## src/rtl/alu_seq_pkg.sv

```systemverilog
// Shared types and opcode constants for the ALU sequencing controller.
// Optional writeback stage is selected by the ALU_SEQ_WRITEBACK_EN macro.
package alu_seq_pkg;

    typedef enum logic [2:0] {
        ST_IDLE    = 3'd0,
        ST_DECODE  = 3'd1,
        ST_EXEC    = 3'd2,
        ST_CAPT    = 3'd3,
        ST_WB      = 3'd4,
        ST_RELEASE = 3'd5
    } alu_seq_state_t;

    localparam logic [3:0] OP_LOADA = 4'b1111;
    localparam logic [3:0] OP_LOADB = 4'b1101;
    localparam logic [3:0] OP_SWAP  = 4'b1110;

    // Register-file ops finish in DECODE; everything else goes through the ALU.
    function automatic logic is_reg_op(input logic [3:0] op);
        return (op == OP_LOADA) || (op == OP_LOADB) || (op == OP_SWAP);
    endfunction

endpackage

```

## src/rtl/btn_debounce.sv

```systemverilog
// Button conditioner: 2-flop synchronizer, stability counter and a one-cycle
// press pulse on each accepted rising edge. Reusable for any board button.
module btn_debounce #(
    parameter int DB_CYCLES = 50000,
    parameter int DB_W      = 16
) (
    input  logic clk,
    input  logic reset,
    input  logic btn_raw,
    output logic level,
    output logic press
);

    localparam logic [DB_W-1:0] CNT_LAST = DB_W'(DB_CYCLES - 1);

    logic            sync_1;
    logic            sync_2;
    logic [DB_W-1:0] cnt;

    // The counter only runs while the synchronized input disagrees with the
    // accepted level; any return to the old level restarts it.
    always_ff @(posedge clk) begin
        if (!reset) begin
            sync_1 <= 1'b0;
            sync_2 <= 1'b0;
            cnt    <= '0;
            level  <= 1'b0;
            press  <= 1'b0;
        end else begin
            sync_1 <= btn_raw;
            sync_2 <= sync_1;
            press  <= 1'b0;
            if (sync_2 == level) begin
                cnt <= '0;
            end else if (cnt == CNT_LAST) begin
                cnt   <= '0;
                level <= sync_2;
                press <= sync_2;
            end else begin
                cnt <= cnt + 1'b1;
            end
        end
    end

endmodule

```

## src/rtl/alu_seq_ctrl.sv

```systemverilog
// One-operation-per-press sequencer for the ALU/register datapath.
// Define ALU_SEQ_WRITEBACK_EN to write ALU results back into register A.
module alu_seq_ctrl
    import alu_seq_pkg::*;
#(
    parameter int DB_CYCLES   = 50000,
    parameter int DB_W        = 16,
    parameter int EXEC_CYCLES = 1
) (
    input  logic           clk,
    input  logic           reset,
    input  logic           btn_raw,
    input  logic [3:0]     op,
    input  logic [7:0]     alu_y,
    output logic           load_a,
    output logic           load_b,
    output logic           swap,
    output logic           wb_sel,
    output logic [3:0]     op_q,
    output logic [7:0]     y_reg,
    output logic           busy,
    output logic           done,
    output alu_seq_state_t dbg_state
);

    localparam logic [3:0] EXEC_LOAD = 4'(EXEC_CYCLES - 1);

    // Handshake: press is a one-cycle pulse accepted only in IDLE; strobes
    // and done are single-cycle pulses with no backpressure from the datapath.
    logic           db_level;
    logic           press;
    logic [3:0]     exec_cnt;
    alu_seq_state_t state;

    btn_debounce #(
        .DB_CYCLES (DB_CYCLES),
        .DB_W      (DB_W)
    ) u_btn_debounce (
        .clk     (clk),
        .reset   (reset),
        .btn_raw (btn_raw),
        .level   (db_level),
        .press   (press)
    );

`ifdef ALU_SEQ_WRITEBACK_EN
    logic wb_sel_q;
    assign wb_sel = wb_sel_q;
`else
    assign wb_sel = 1'b0;
`endif

    assign dbg_state = state;

    always_ff @(posedge clk) begin
        if (!reset) begin
            state    <= ST_IDLE;
            exec_cnt <= '0;
            op_q     <= '0;
            y_reg    <= '0;
            load_a   <= 1'b0;
            load_b   <= 1'b0;
            swap     <= 1'b0;
            busy     <= 1'b0;
            done     <= 1'b0;
`ifdef ALU_SEQ_WRITEBACK_EN
            wb_sel_q <= 1'b0;
`endif
        end else begin
            load_a <= 1'b0;
            load_b <= 1'b0;
            swap   <= 1'b0;
            done   <= 1'b0;
`ifdef ALU_SEQ_WRITEBACK_EN
            wb_sel_q <= 1'b0;
`endif
            case (state)
                ST_IDLE: begin
                    if (press) begin
                        op_q  <= op;
                        busy  <= 1'b1;
                        state <= ST_DECODE;
                    end
                end
                ST_DECODE: begin
                    if (is_reg_op(op_q)) begin
                        load_a <= (op_q == OP_LOADA);
                        load_b <= (op_q == OP_LOADB);
                        swap   <= (op_q == OP_SWAP);
                        done   <= 1'b1;
                        state  <= ST_RELEASE;
                    end else begin
                        exec_cnt <= EXEC_LOAD;
                        state    <= ST_EXEC;
                    end
                end
                // Capture lands on the edge that enters CAPT, so y_reg is
                // valid in the first CAPT cycle.
                ST_EXEC: begin
                    if (exec_cnt == 4'd0) begin
                        y_reg <= alu_y;
                        state <= ST_CAPT;
`ifndef ALU_SEQ_WRITEBACK_EN
                        done  <= 1'b1;
`endif
                    end else begin
                        exec_cnt <= exec_cnt - 4'd1;
                    end
                end
                ST_CAPT: begin
`ifdef ALU_SEQ_WRITEBACK_EN
                    wb_sel_q <= 1'b1;
                    load_a   <= 1'b1;
                    done     <= 1'b1;
                    state    <= ST_WB;
`else
                    busy  <= 1'b0;
                    state <= ST_RELEASE;
`endif
                end
`ifdef ALU_SEQ_WRITEBACK_EN
                ST_WB: begin
                    busy  <= 1'b0;
                    state <= ST_RELEASE;
                end
`endif
                ST_RELEASE: begin
                    busy <= 1'b0;
                    if (!db_level) begin
                        state <= ST_IDLE;
                    end
                end
                default: begin
                    busy  <= 1'b0;
                    state <= ST_IDLE;
                end
            endcase
        end
    end

endmodule

```

## config.mk

```make
export PLATFORM = sky130hd
export DESIGN_NAME = alu_seq_ctrl
export DESIGN_NICKNAME = d
export VERILOG_FILES = /design/src/rtl/alu_seq_pkg.sv /design/src/rtl/btn_debounce.sv /design/src/rtl/alu_seq_ctrl.sv
export SDC_FILE = /design/constraint.sdc
export NUM_CORES = 1
export LEC_CHECK = 0
export CAP_MARGIN = 40
export CORE_MARGIN = 1.5
export CORE_UTILIZATION = 30
export DETAILED_ROUTE_END_ITERATION = 10
export PLACE_DENSITY = 0.56
export SYNTH_ARGS = -nofsm -noshare
export SYNTH_HDL_FRONTEND = slang
export SYNTH_HIERARCHICAL = 1
export SYNTH_SLANG_ARGS = --single-unit
export TNS_END_PERCENT = 1
```

## constraint.sdc

```tcl
create_clock -name clk -period 2.6 [get_ports clk]
set_clock_uncertainty 0.2 [all_clocks]
set_input_delay 0.52 -clock clk [delete_from_list [all_inputs] [get_ports clk]]
set_output_delay 0.52 -clock clk [all_outputs]
set_load 0.01 [all_outputs]
```

-- Word level (Yosys, flattened, before mapping)
Index checks and enable logic that the tools add are counted.
- input port bits: 15
- output and inout port bits: 21
- logic and storage cells: 62
- bits in registers: 44
- mux-type cells: 13
- bitwise gates (word level): 4
- reductions and logical operators: 15
- add/subtract/negate cells: 2
- eq/ne operators: 14
- operator list (cell ; number):
    $add A16 B1 Y16 const B ; 1
    $eq A16 B16 Y1 const B ; 1
    $pmux W3 S5 ; 1
    $eq A4 B4 Y1 const B ; 3
    $mux W3 ; 4
    $reduce_and A3 Y1 ; 3
    $mux W4 ; 2
    $ne A2 B2 Y1 const B ; 4
    $pmux W4 S2 ; 1
    $reduce_and A2 Y1 ; 4
    $eq A3 B2 Y1 const B ; 2
    $reduce_or A3 Y1 ; 2
    $logic_not A4 Y1 ; 1
    $not A1 Y1 ; 4
    $pmux W1 S2 ; 2
    $sub A4 B1 Y4 const B ; 1
    $eq A3 B1 Y1 const B ; 1
    $eq A3 B3 Y1 const B ; 1
    $logic_not A3 Y1 ; 1
    $mux W1 ; 3
    $logic_or A1 B1 Y1 ; 2
    $ne A2 B1 Y1 const B ; 1
    $reduce_bool A2 Y1 ; 1
    $reduce_or A2 Y1 ; 1
    $eq A1 B1 Y1 ; 1

-- Longest topological paths before layout
- depth after elaboration: 5
- gate-level depth with buffers: 6
- mapped depth without buffers: 5

-- Cells and area by module
The synthesis kept the hierarchy.
- by module, submodules not included (module ; seq. area each (µm²) ; instances ; area an instance (µm²) ; cells an instance):
    alu_seq_ctrl ; 480.5 ; 1 ; 1066.0 ; 117
    btn_debounce ; 400.4 ; 1 ; 883.3 ; 90

-- Least setup slack after synthesis
Ideal clock, no wire load.
- path kind: register to register
- start: register state[2], in the netlist dbg_state[2]
- end: register exec_cnt[3]
- arrival: 1.481 ns
- path buffers: 1
- slack: 0.849 ns
- library setup time: 0.070 ns
- stages on the path, launching flop included: 5
- clock period less this slack: 1.751 ns
- required time: 2.330 ns
- cells stage by stage: dfxtp_1 -> buf_2 -> or3b_4 -> or4_1 -> a21oi_1
- longest elaborated chain between the ends: 3
- elaborated cells between the ends (all ways): 7
- those cells by class: eq/ne: 4; mux: 1; reduce/logical: 2
- RTL lines (item ; RTL line ; source):
    start, declared ; alu_seq_ctrl.sv:33 ; alu_seq_state_t state;
    start signal, assigned ; alu_seq_ctrl.sv:57 ; state <= ST_IDLE;
    start signal, assigned ; alu_seq_ctrl.sv:82 ; state <= ST_DECODE;
    start signal, assigned ; alu_seq_ctrl.sv:91 ; state <= ST_RELEASE;
    $eq A3 B2 Y1 / $eq A3 B1 Y1 (equally long branches) ; alu_seq_ctrl.sv:77 ; case (state)
    $ne A2 B2 Y1 (no source line) / $reduce_bool A2 Y1 (equally long branches) ; - ;
    $reduce_and A3 Y1 (no source line) ; - ;
    end signal, assigned ; alu_seq_ctrl.sv:107 ; exec_cnt <= exec_cnt - 4'd1;
    end, declared ; alu_seq_ctrl.sv:32 ; logic [3:0] exec_cnt;
Several ways; a longest one is shown, not always the timed one.
A chain may end at the register's enable or synchronous reset.

-- Worst setup path in the final report
- start: register state[1], in the netlist dbg_state[1]
- end: output port dbg_state[1]
- RTL lines (item ; RTL line ; source):
    end, declared ; alu_seq_ctrl.sv:23 ; output alu_seq_state_t dbg_state
No word-level cell between the ends.

==> flow_summary.yaml <==
worst_setup_path:
  crit_required_ps: 1880
  critPathKind: "reg -> out"
  path_buf_inv: 1
  r2r-start: "dbg_state[1]"
  worstPathArrival_ps: 1440
  critPathMaxStageDelay_ps: 620
  regToRegSetupSlack_ps: 630
  reg2reg_to: "exec_cnt[3]"
  crit_path_start_kind: "flop"
  critPathTopFamily: "buffers and inverters"
  worstPathCellList: "clkdlybuf4s50_1"
  r2r_cells: 3
  slowest_stage: "clkdlybuf4s50_1"
  critPathMaxFanout: 12
  cp-end-kind: "primary output"
worst_hold_path:
  hold_path_end: "u_btn_debounce/sync_2"
  hold_path_startpoint: "u_btn_debounce/sync_1"
  min_path_cells: 1
  min_path_type: "reg -> reg"
global_routing:
  grt_max_degree: 16
  grt_pass1_wl_mm: 6.624
  antenna_found_initial: 0
  grt_use_total_pct: 11.51
  overflow: 0
  grt_pass1_vias: 1443
floorplan:
  fp.dieW_um: 83.61
  core-area_um2: 6314
  pin_count: 36
  initial_core_util_pct: 30.88
  fp.dieH_um: 83.61
  rows: 29
  die_area_um2: 6991
timing:
  relSlewSlack_pct: 59.42
  finalCritPeriodShare_pct: 83.03
  finalSetupTns_ps: 0
  hold_violations: 0
  grt_setup_unrepaired: "no"
  layout_setup_ws_ps: 441.3
  finalMaxSlewViolations: 0
  fmax_mhz: 463.2
  setup_violations: 0
  fin_crit_ps: 2159
  tightestPinTransition_ps: 603.5
yosys:
  synth_xor_area_share_pct: 6.739
  synth_seq_area_share_pct: 45.19
  synth_top_area_cell: "dfxtp_1"
  ys_types: 45
  synth_top_cells_by_area: "dfxtp_1 45%, xnor2_1 5.4%, nor2_1 3.5%"
  synth-simple-area-share_pct: 28.24
  synth_top_family_by_area: "simple AND/OR/NAND/NOR gates"
  synth_adder_area_share_pct: 1.284
  synthMuxAreaShare_pct: 2.567
  synth.avg_cell_area_um2: 9.417
  syn-num-nets: 224
  synth_compound_area_share_pct: 10.98
  ys_seq_elements: 44
  yosys.area.top_type_share_pct: 45.19
  syn_inst: 207
  netlist_area_um2: 1949
  synth_warnings: 6
clock_network:
  cts_tree: "done"
  cts_buffers: 5
  htree_levels: 2
  post_cts_buffers: 0
  postCtsHoldBufs: 0
  clock-root-buffer: "clkbuf_8"
  clk_pin_slew_ps: 80
  cts_buffer_depth: 2
  clock-sinks: 44
  cts-resized-gates: 0
  clk_latency_ps: 290
power_and_ir_drop:
  internal_power_mw: 0.8874
  comb_power_share_pct: 3.9
  ir_worst_vdd_v: 0.0002157
  power_density_nw_per_um2: 463.7
  p_sw_share_pct: 21.11
  power_switching_mw: 0.2375
  clkPwrFrac_pct: 35.8
  p_leak_nw: 0.7850
  p_seq_share_pct: 60.4
layout:
  layout_commonest_cell: "dfxtp_1"
  finalNetCount: 258
  fillCellCount: 671
  layout_common_cells: "44 x dfxtp_1, 34 x clkdlybuf4s50_1, 18 x nor2_1"
  fin_area_um2: 2426
  drive_above_1_share_pct: 9.129
  n_antenna_cell: 0
  largest_reg_flops: 16
  syn_to_final_growth_pct: 24.45
detailed_routing:
  drt_wl_total_mm: 3.900
  drtIter0Drc: 55
  drt_pass1_iterations: 4
  via_per_inst: 4.770
  vias: 1517
  post-route-drc-count: 0
  ant_nets: 0
  wire_per_inst_um: 12.26
placed_design:
  place.gp.congestion: 0.7258
  io_buffers: 34
  place_area_um2: 2349
  dp_hpwl_mm: 2.605
  place_ws_ps: 443.9
run:
  max_cap_viol_count: 0
outcome:
  status: "completed"
[cell usage after synthesis (all sizes together)]
library cell / instances
inv: 9
nor4b: 2
or2b: 1
a22oi: 1
nor4bb: 2
or4: 1
xnor2: 12
nand4: 5
o22ai: 1
and2b: 1
nor2: 19
nand4b: 2
and3: 1
nand2: 5
o211a: 1
dfxtp: 44
nor3b: 2
clkbuf: 4
a211oi: 2
o21ai: 12
xor2: 3
or3b: 2
buf: 6
nor4: 5
a21oi: 5
a21boi: 8
mux2i: 5
ha: 2
nor2b: 8
o31ai: 2
or3: 1
nand3b: 1
conb: 1
nor3: 8
nand2b: 3
nand3: 15
and2: 3
o21bai: 2
[area by class of cell]
type | count | area [um2] | share of cell area, %
multi-input cells | 144 | 974.7 | 40.18
flip-flops and latches | 44 | 880.8 | 36.31
repair buffers | 37 | 362.8 | 14.96
well taps | 77 | 96.34 | 3.971
clock buffers | 6 | 72.57 | 2.991
inverters | 9 | 33.78 | 1.392
clock inverters | 1 | 5.005 | 0.2063
[cell families (layout without fill, tap and decap cells)]
| logic type | count (synthesis) | after routing |
|---|---|---|
| compound gates | 34 | 34 |
| xor+xnor | 15 | 15 |
| fa+ha+maj | 2 | 2 |
| buf+inv | 19 | 53 |
| flops | 44 | 44 |
| mux | 5 | 5 |
| other cells | 1 | 1 |
| simple gates | 87 | 87 |
[worst max path at each step]
stage	slack, ps	cells past startpoint	end	from
floorplan	850	4	exec_cnt[3]	dbg_state[2]
global placement	480	3	u_btn_debounce/cnt[10]	reset
detailed placement	440	3	u_btn_debounce/cnt[14]	reset
CTS	430	1	dbg_state[1]	dbg_state[1]
global route	340	1	dbg_state[1]	dbg_state[1]
finish	440	1	dbg_state[1]	dbg_state[1]
[through the flow]
step                hold WS [ps]  cells  util, %  total power, mW
finish                     262.1    318    38.43            1.125
global route               301.5    318    38.43            1.178
CTS                        276.5    318    38.43            1.145
detailed placement         246.5    311    37.20           0.7387
global placement           254.2    311    37.20           0.7388
floorplan                  211.8    207        -           0.7098
[metal layers]
layer	vias up	track usage, %	routed length, um
li1	784	-	-
met1	701	15.18	1936
met2	30	17.89	1746
met3	2	3.561	198
met4	0	3.875	19
met5	-	0	0
[power by group through the flow]
stage               combinational [mW]  clock (mW)  sequential, mW
finish                          0.0434       0.403           0.679
global route                    0.0474       0.451           0.680
CTS                             0.0439       0.422           0.679
detailed placement              0.0437           0           0.695
global placement                0.0439           0           0.695
floorplan                       0.0147           0           0.695
No activity file was read; power rests on OpenSTA's default activity.
